`src/rtl/calc_sequencer.sv`:
```
`default_nettype none
// ============================================================================
// Module   : calc_sequencer
// Purpose  : Command sequencer for the 8-bit calculator datapath. Commands
//            {ope, uas, a, b} are accepted on a valid/ready channel into an
//            in-order queue, issued one at a time to the external
//            combinational ALU mux, and the result is returned on a
//            valid/ready response channel with a range-error flag. The
//            sequencer owns the accumulator that feeds the ALU res input.
// Ports    : clk, rst (async, active-low)
//            cmd_valid/cmd_ready, cmd_ope[2:0], cmd_uas, cmd_a, cmd_b
//            alu_ope, alu_uas, alu_in1, alu_in2, alu_res -> ALU, alu_ans <- ALU
//            rsp_valid/rsp_ready, rsp_data, rsp_err
//            acc (accumulator), busy
// Revision : 1.0  initial release
// ============================================================================
module calc_sequencer #(
  parameter int DEPTH = 4,
  parameter int n     = 8
) (
  input  logic         clk,
  input  logic         rst,
  input  logic         cmd_valid,
  output logic         cmd_ready,
  input  logic [2:0]   cmd_ope,
  input  logic         cmd_uas,
  input  logic [n-1:0] cmd_a,
  input  logic [n-1:0] cmd_b,
  output logic [2:0]   alu_ope,
  output logic         alu_uas,
  output logic [n-1:0] alu_in1,
  output logic [n-1:0] alu_in2,
  output logic [n-1:0] alu_res,
  input  logic [n-1:0] alu_ans,
  output logic         rsp_valid,
  input  logic         rsp_ready,
  output logic [n-1:0] rsp_data,
  output logic         rsp_err,
  output logic [n-1:0] acc,
  output logic         busy
);

  localparam int c_AW = $clog2(DEPTH);
  localparam int c_CW = c_AW + 1;
  localparam logic [c_CW-1:0] c_DEPTH = c_CW'(DEPTH);
  // Largest in-range result, held at double width for the error compare.
  localparam logic [2*n-1:0] c_LIMIT = {{n{1'b0}}, {n{1'b1}}};

  localparam logic [1:0] c_IDLE  = 2'd0;
  localparam logic [1:0] c_ISSUE = 2'd1;
  localparam logic [1:0] c_RESP  = 2'd2;

  localparam logic [2:0] c_OP_ADD = 3'b001;
  localparam logic [2:0] c_OP_SUB = 3'b010;
  localparam logic [2:0] c_OP_MUL = 3'b011;

  // Queue storage and pointers
  logic [2:0]      r_mem_ope [DEPTH];
  logic            r_mem_uas [DEPTH];
  logic [n-1:0]    r_mem_a   [DEPTH];
  logic [n-1:0]    r_mem_b   [DEPTH];
  logic [c_AW-1:0] r_wptr;
  logic [c_AW-1:0] r_rptr;
  logic [c_CW-1:0] r_count;

  // Command register (the command currently being issued / answered)
  logic [1:0]      r_state;
  logic [2:0]      r_c_ope;
  logic            r_c_uas;
  logic [n-1:0]    r_c_a;
  logic [n-1:0]    r_c_b;
  logic [n-1:0]    r_acc;
  logic [n-1:0]    r_rsp_data;
  logic            r_rsp_err;

  logic            w_push;
  logic            w_pop;
  logic            w_have;
  logic            w_issue;
  logic [2*n-1:0]  w_a16;
  logic [2*n-1:0]  w_o16;
  logic            w_err;

  // Ready depends only on the registered count: a full queue refuses a
  // push even when the FSM pops in the same cycle.
  assign cmd_ready = (r_count < c_DEPTH);
  assign w_push    = cmd_valid & cmd_ready;
  assign w_have    = (r_count != '0);
  assign w_pop     = w_have & ((r_state == c_IDLE) |
                               ((r_state == c_RESP) & rsp_ready));
  assign w_issue   = (r_state == c_ISSUE);

  // Range check done in double width, independent of the ALU result.
  assign w_a16 = {{n{1'b0}}, r_c_a};
  assign w_o16 = {{n{1'b0}}, (r_c_uas ? r_acc : r_c_b)};

  always_comb begin
    w_err = 1'b0;
    case (r_c_ope)
      c_OP_ADD: w_err = ((w_a16 + w_o16) > c_LIMIT);
      c_OP_SUB: w_err = (w_a16 < w_o16);
      c_OP_MUL: w_err = ((w_a16 * w_o16) > c_LIMIT);
      default:  w_err = 1'b0;
    endcase
  end

  // ALU operands are only presented during ISSUE; zero otherwise.
  assign alu_ope = w_issue ? r_c_ope : 3'b000;
  assign alu_uas = w_issue ? r_c_uas : 1'b0;
  assign alu_in1 = w_issue ? r_c_a   : '0;
  assign alu_in2 = w_issue ? r_c_b   : '0;
  assign alu_res = r_acc;
  assign acc     = r_acc;

  assign rsp_valid = (r_state == c_RESP);
  assign rsp_data  = r_rsp_data;
  assign rsp_err   = r_rsp_err;
  assign busy      = (r_state != c_IDLE) | w_have;

  // Queue storage needs no reset: entries are only read when count says so.
  always_ff @(posedge clk) begin
    if (w_push) begin
      r_mem_ope[r_wptr] <= cmd_ope;
      r_mem_uas[r_wptr] <= cmd_uas;
      r_mem_a[r_wptr]   <= cmd_a;
      r_mem_b[r_wptr]   <= cmd_b;
    end
  end

  // Pointers and occupancy; pointers wrap naturally (DEPTH is a power of 2).
  always_ff @(posedge clk or negedge rst) begin
    if (!rst) begin
      r_wptr  <= '0;
      r_rptr  <= '0;
      r_count <= '0;
    end else begin
      if (w_push) r_wptr <= r_wptr + c_AW'(1);
      if (w_pop)  r_rptr <= r_rptr + c_AW'(1);
      case ({w_push, w_pop})
        2'b10:   r_count <= r_count + c_CW'(1);
        2'b01:   r_count <= r_count - c_CW'(1);
        default: r_count <= r_count;
      endcase
    end
  end

  // Sequencing FSM, command register, accumulator and response registers.
  always_ff @(posedge clk or negedge rst) begin
    if (!rst) begin
      r_state    <= c_IDLE;
      r_c_ope    <= 3'b000;
      r_c_uas    <= 1'b0;
      r_c_a      <= '0;
      r_c_b      <= '0;
      r_acc      <= '0;
      r_rsp_data <= '0;
      r_rsp_err  <= 1'b0;
    end else begin
      if (w_pop) begin
        r_c_ope <= r_mem_ope[r_rptr];
        r_c_uas <= r_mem_uas[r_rptr];
        r_c_a   <= r_mem_a[r_rptr];
        r_c_b   <= r_mem_b[r_rptr];
      end
      case (r_state)
        c_IDLE: begin
          if (w_have) r_state <= c_ISSUE;
        end
        c_ISSUE: begin
          // A range error still updates the accumulator with the wrapped value.
          r_acc      <= alu_ans;
          r_rsp_data <= alu_ans;
          r_rsp_err  <= w_err;
          r_state    <= c_RESP;
        end
        c_RESP: begin
          if (rsp_ready) r_state <= w_have ? c_ISSUE : c_IDLE;
        end
        default: r_state <= c_IDLE;
      endcase
    end
  end

endmodule
`default_nettype wire

```
`config.mk`:
```
export PLATFORM = sky130hd
export DESIGN_NAME = calc_sequencer
export DESIGN_NICKNAME = d
export VERILOG_FILES = /design/src/rtl/calc_sequencer.sv
export SDC_FILE = /design/constraint.sdc
export NUM_CORES = 1
export LEC_CHECK = 0
export BUFFER_PORTS_ARGS = -buffer_cell sky130_fd_sc_hd__buf_2
export CORE_MARGIN = 1.5
export CORE_UTILIZATION = 37
export CTS_CLUSTER_DIAMETER = 120
export DETAILED_ROUTE_END_ITERATION = 16
export PLACE_DENSITY_LB_ADDON = 0.2
export SLEW_MARGIN = 20
export SYNTH_ARGS = -nofsm -noshare
export SYNTH_HDL_FRONTEND = slang
export SYNTH_SLANG_ARGS = --single-unit
```
`constraint.sdc`:
```
create_clock -name clk -period 14 [get_ports clk]
set_input_delay 2.1 -clock clk [delete_from_list [all_inputs] [get_ports clk]]
set_output_delay 2.1 -clock clk [all_outputs]
set_load 0.02 [all_outputs]
```
==> results of run 1 <==
area by class of cell:
class / instances / share of cell area [%]
diodes: 2 / 0.0595
repair buffers: 82 / 4.97
clock inverters: 13 / 1.80
clock buffers: 19 / 5.15
inverters: 69 / 3.08
well taps: 260 / 3.87
multi-input cells: 352 / 41.2
flip-flops and latches: 118 / 39.9
worst paths after layout:
| path | startpoint | end | slack, ps | cells after the start |
|---|---|---|---|---|
| setup / recovery | r_c_uas | rsp_err | 8480 | 17 |
| max in group asynchronous | rst | r_rptr[1] | 11550 | 1 |
| min in group asynchronous | rst | r_state[0] | 1840 | 1 |
| setup reg to reg | r_c_uas | rsp_err | 8480 | 17 |
| hold / removal | r_count[0] | r_count[0] | 540 | 1 |
| hold reg to reg | r_count[0] | r_count[0] | 540 | 1 |
cell usage in the layout, fill, tap and decap left out, types with 3 or more instances in the layout:
cell	Yosys	layout
a21o_1	3	3
a21oi_1	12	12
and2_1	34	31
and2_2	0	3
buf_2	6	79
buf_4	16	3
clkbuf_16	0	17
clkinv_4	0	6
clkinvlp_4	0	4
dfrtp_1	38	38
edfxtp_1	80	80
fa_1	38	38
ha_1	57	57
inv_1	68	68
mux2_2	19	19
mux2i_1	11	11
mux4_2	20	20
nand2_1	47	47
nand2b_1	5	5
nand3_1	4	4
nor2_1	16	16
nor2b_1	34	33
nor3_1	7	7
o21a_1	4	4
o21ai_0	7	7
xnor2_1	5	5
xor2_1	3	3
worst max-delay path: cells and delay by family (launching register included):
kind | cells | cell delay, ps
buffers and inverters | 3 | 230
muxes | 2 | 840
adders and majority gates | 6 | 2660
AOI/OAI and AO/OA | 3 | 600
and+or+nand+nor | 3 | 410
DFF | 1 | 630
routing by layer:
| layer | vias to the layer above | part of all wire, % | track usage [%] |
|---|---|---|---|
| met5 | - | 0 | 0 |
| met3 | 7 | 3.7 | 3.76 |
| li1 | 2077 | - | - |
| met4 | 0 | 0.60 | 4.34 |
| met1 | 2212 | 45 | 20.6 |
| met2 | 74 | 50 | 27.7 |
state kept, by name (all words and copies together), names as in the netlist:
| register | cells |
|---|---|
| r_mem_a | 32 |
| r_mem_b | 32 |
| r_mem_ope | 12 |
| r_c_a | 8 |
| r_c_b | 8 |
| rsp_data | 8 |
| r_mem_uas | 4 |
| r_c_ope | 3 |
| r_count | 3 |
| r_rptr | 2 |
| r_state | 2 |
| r_wptr | 2 |
| r_c_uas | 1 |
| rsp_err | 1 |
kinds of logic after synthesis:
logic type	after synthesis	share of synthesized area, %
and+or+nand+nor	157	11.4
adders and majority gates	95	20.4
xor gates and xnor gates	8	0.968
muxes	50	10.7
AOI/OAI and AO/OA	42	4.23
buffers and inverters	98	6.01
DFF	118	46.3
Yosys cell counts (16+ instances only):
master     n  area (µm²)
mux2_2    19         214
mux4_2    20         450
nand2_1   47         176
edfxtp_1  80        2400
nor2_1    16        60.1
inv_1     68         255
and2_1    34         213
nor2b_1   34         213
buf_4     16         120
ha_1      57         713
dfrtp_1   38         951
fa_1      38         761
per-stage QoR:
stage | instance area, µm² | setup slack, ps
after floorplan | 7240 | 9120
after global placement | 7820 | 8730
after detailed placement | 7820 | 8510
after CTS | 8400 | 8500
after global routing | 8410 | 8140
final | 8410 | 8480
==> impl_metrics.yaml, run 1 <==
run_status:
  status: "finished, final reports clean"
setup_path:
  endpoint_kind: "flop"
  crit_arrival_ps: 5800
  required_ps: 14280
  crit_fanout: 10
  slowest_stage: "mux2i_1"
  cpMostUsedCell: "fa_1"
  crit_chain: "mux2i_1 > inv_1 > ha_1 > fa_1 > fa_1 > fa_1 > inv_1 > fa_1 > inv_1 > ha_1 > nand3_1 > nor2_1 > a211oi_1 > a21oi_1 > mux2i_1 > nor4_1 > a31oi_1"
  max_stage_delay_ps: 690
  path_class: "reg2reg"
  start_kind: "flop"
cts:
  cts_resized: 0
  cts_hold_buf: 0
  clkSlewWorstSetupHoldPaths_ps: 60
  htree_levels: 4
  clockBufferDepth: 2
  post_cts_buffers: 0
  clkLatencyLatePin_ps: 410
  cts-root-buf: "clkbuf_16"
  cts_buffers: 17
  tritoncts: "done"
  cts.sinks: 118
floorplan:
  die_h_um: 143
  pin_count: 80
  dieArea_um2: 20400
  rows: 50
  initial_core_util_pct: 38.2
  dieWidth_um: 143
  coreArea_um2: 19000
final_layout:
  regArea_um2: 3350
  final_nets: 767
  multi_input_area_um2: 3470
  nFillCells: 1765
  syn2layout_area_growth_pct: 16.1
  fin_cells: 915
  drive_gt1_share_pct: 24.7
  fin_util_pct: 44.4
place:
  post-place-cells: 881
  dpl.hpwl_um: 11200
  io_buffers: 79
  gp_congestion: 0.844
detailed_routing:
  vias: 4370
  wire_per_inst_um: 16.9
  ant_nets: 0
  drtPass1Iterations: 6
  drc: 0
  drtIter0Drc: 222
  wl_um: 15400
  via_per_inst: 4.78
grt:
  grt_overflow: 0
  grt_max_degree: 39
  antenna_found_initial: 1
  grt_usage_pct: 16.2
  grt_pass1_vias: 4712
  grt_pass1_wl_um: 24700
timing:
  fin_skew_ps: 17.7
  slew-limit-headroom_pct: 28.1
  finalCritPeriodShare_pct: 39.4
  drv_slew: 0
  tightest_slew_ps: 1080
  fin_setup_tns_ps: 0
  whs_ps: 539
  period_needed_ps: 5520
  setup_viol: 0
  fmax_mhz: 181
  rsz0062_at_grt: "no"
  hold_viol_final: 0
synthesis:
  synth-edff-count: 80
  synth_flop_cell: "edfxtp_1"
  syn_area_um2: 7240
  syn_nets: 695
  yosysUniqueCellTypes: 49
  syn-instance-count: 568
  avgSynthCellArea_um2: 12.7
  async_flop_share_pct: 32.2
  yosysSeqAreaShare_pct: 46.3
  ys_ff_latch: 118
  yosys_warnings: 0
min_path:
  worstHoldPathType: "reg2reg"
job:
  maxCapViolations: 0
Power of run 1 is left out: the tool's default activity adds up to more than one toggle a clock period on the data nets, which glitch-free logic cannot reach.
==> run 2, diff against run 1 <==
- ABC_AREA: unset -> 1
- clock period: 14 -> 5.38 ns (I/O delays scaled with it)
==> run 2 against run 1 <==
Register-to-register slack worse by 8100 ps. Utilization decreased by 0.55 points. Area after synthesis rose by 2.0%. Global-route usage rose by 1.3 points. Critical path type unchanged. Highest routed layer unchanged.
==> impl_metrics.yaml, run 2 <==
run_status:
  status: "finished, final reports clean"
synthesis:
  async_flop_share_pct: 32.2
  avgSynthCellArea_um2: 9.35
  syn_nets: 917
  syn-instance-count: 790
  synthTopCellsByArea: "edfxtp_1, dfrtp_1, fa_1"
  yosys-top-cells-count: "nor2_1, nand2_1, inv_1, edfxtp_1, o21ai_0"
  syn_area_um2: 7380
  synth_xor_area_share_pct: 0.593
  synth_top_family_by_area: "adder cells"
  yosys.area_share.simple_pct: 16.4
  synth.most_common_cell: "nor2_1"
  ys_ff_latch: 118
  synth.top_cell.area_share_pct: 32.5
  synth_compound_area_share_pct: 8.35
  yosys.area.top_type: "edfxtp_1"
  yosys_warnings: 0
  synthAdderAreaFrac_pct: 20.0
  synthMuxAreaShare_pct: 0
  yosysUniqueCellTypes: 32
  synth-edff-count: 80
  synth_flop_cell: "edfxtp_1"
  yosysSeqAreaShare_pct: 45.4
job:
  maxCapViolations: 0
floorplan:
  coreArea_um2: 19500
  die_h_um: 144
  dieArea_um2: 20800
  dieWidth_um: 144
  initial_core_util_pct: 37.8
  pin_count: 80
  rows: 51
detailed_routing:
  drc: 0
  drtIter0Drc: 257
  drtPass1Iterations: 4
  ant_nets: 0
  via_per_inst: 4.64
  wl_um: 16800
  vias: 5284
  wire_per_inst_um: 14.8
final_layout:
  final_cell_mix: "nand2_1, nor2_1, inv_1, edfxtp_1, buf_2"
  nFillCells: 1932
  diodes: 0
  reg_top3: "r_mem_a (32), r_mem_b (32), r_mem_ope (12)"
  syn2layout_area_growth_pct: 15.9
  multi_input_area_um2: 3350
  final_common_cell: "nand2_1"
  fin_cells: 1138
  regArea_um2: 3350
  drive_gt1_share_pct: 17.4
  final_nets: 987
cts:
  cts-root-buf: "clkbuf_16"
  post_cts_buffers: 0
  clockBufferDepth: 2
  clkLatencyLatePin_ps: 420
  cts_hold_buf: 0
  cts_buffers: 17
  cts_resized: 0
  cts.sinks: 118
  tritoncts: "done"
  clkSlewWorstSetupHoldPaths_ps: 70
  htree_levels: 4
grt:
  grt_pass1_wl_um: 27300
  grt_max_degree: 43
  grt_usage_pct: 17.5
  grt_overflow: 0
  antenna_found_initial: 0
  grt_pass1_vias: 5318
setup_path:
  start_kind: "flop"
  endpoint_kind: "flop"
  required_ps: 5690
  crit_fanout: 10
  crit_arrival_ps: 5270
  path_class: "reg2reg"
timing:
  fmax_mhz: 202
  fin_setup_tns_ps: 0
  hold_viol_final: 0
  slew-limit-headroom_pct: 41.0
  rsz0062_at_grt: "no"
  tightest_slew_ps: 884
  drv_slew: 0
  finalCritPeriodShare_pct: 92.2
  period_needed_ps: 4960
  setup_viol: 0
  fin_skew_ps: 19.6
min_path:
  worstHoldPathType: "reg2reg"
place:
  io_buffers: 79
  post-place-cells: 1106
  dpl.hpwl_um: 12200
  gp_congestion: 0.848
-- run 2: through the flow --
stage          util (%)  worst slack [ps]  area (µm²)  hold slack (ps)
4_1_cts            43.8               372        8560              509
5_1_grt            43.8              47.0        8560              536
3_3_place_gp       40.8               437        7980              487
2_1_floorplan         -               845        7380              466
3_5_place_dp       40.8               378        7980              500
6_report           43.8               418        8560              504
-- run 2: cell type report --
class	count	share of cell area, %
multi-input cells	507	39.2
repair buffers	87	5.32
clock buffers	17	4.97
flip-flops and latches	118	39.2
well taps	265	3.87
clock inverters	15	1.81
inverters	129	5.66
-- run 2: cells by family after synthesis --
logic type | after synthesis
AO/OA/AOI/OAI | 110
XOR/XNOR | 5
adder cells (fa/ha/maj) | 95
buffers and inverters | 165
flip-flops | 118
AND/OR/NAND/NOR | 297
-- run 2: critical path, stage by stage, from the launching register on --
cell	delay, ps
dfrtp_1	590
inv_2	140
or2_2	300
o21ai_2	170
inv_2	70
ha_1	220
fa_1	550
fa_1	440
fa_1	550
inv_1	50
fa_1	520
inv_1	40
ha_1	340
nand2_1	120
inv_1	50
nand2_1	50
nand2_1	70
nand2_1	80
nand3_1	70
nand2_1	60
nand2_1	40
nor2_1	120
nand3_1	80
nand2_1	70
a21oi_2	50
-- run 2: final timing paths --
check	from	end	slack (ps)	cells past startpoint
setup / recovery	r_c_uas	rsp_err	420	24
hold / removal	r_state[0]	r_state[1]	500	1
setup reg to reg	r_c_uas	rsp_err	420	24
hold reg to reg	r_state[0]	r_state[1]	500	1
max in group asynchronous	rst	r_c_a[6]	4310	1
min in group asynchronous	rst	rsp_err	510	1
-- run 2: per-layer routing --
layer / vias up / global-route usage [%] / part of all wire, %
met3: 27 / 3.51 / 2.7
met4: 0 / 5.90 / 1.7
li1: 2668 / - / -
met1: 2510 / 21.7 / 46
met2: 79 / 30.5 / 50
met5: - / 0 / 0
Power of run 2 is left out for the same reason.
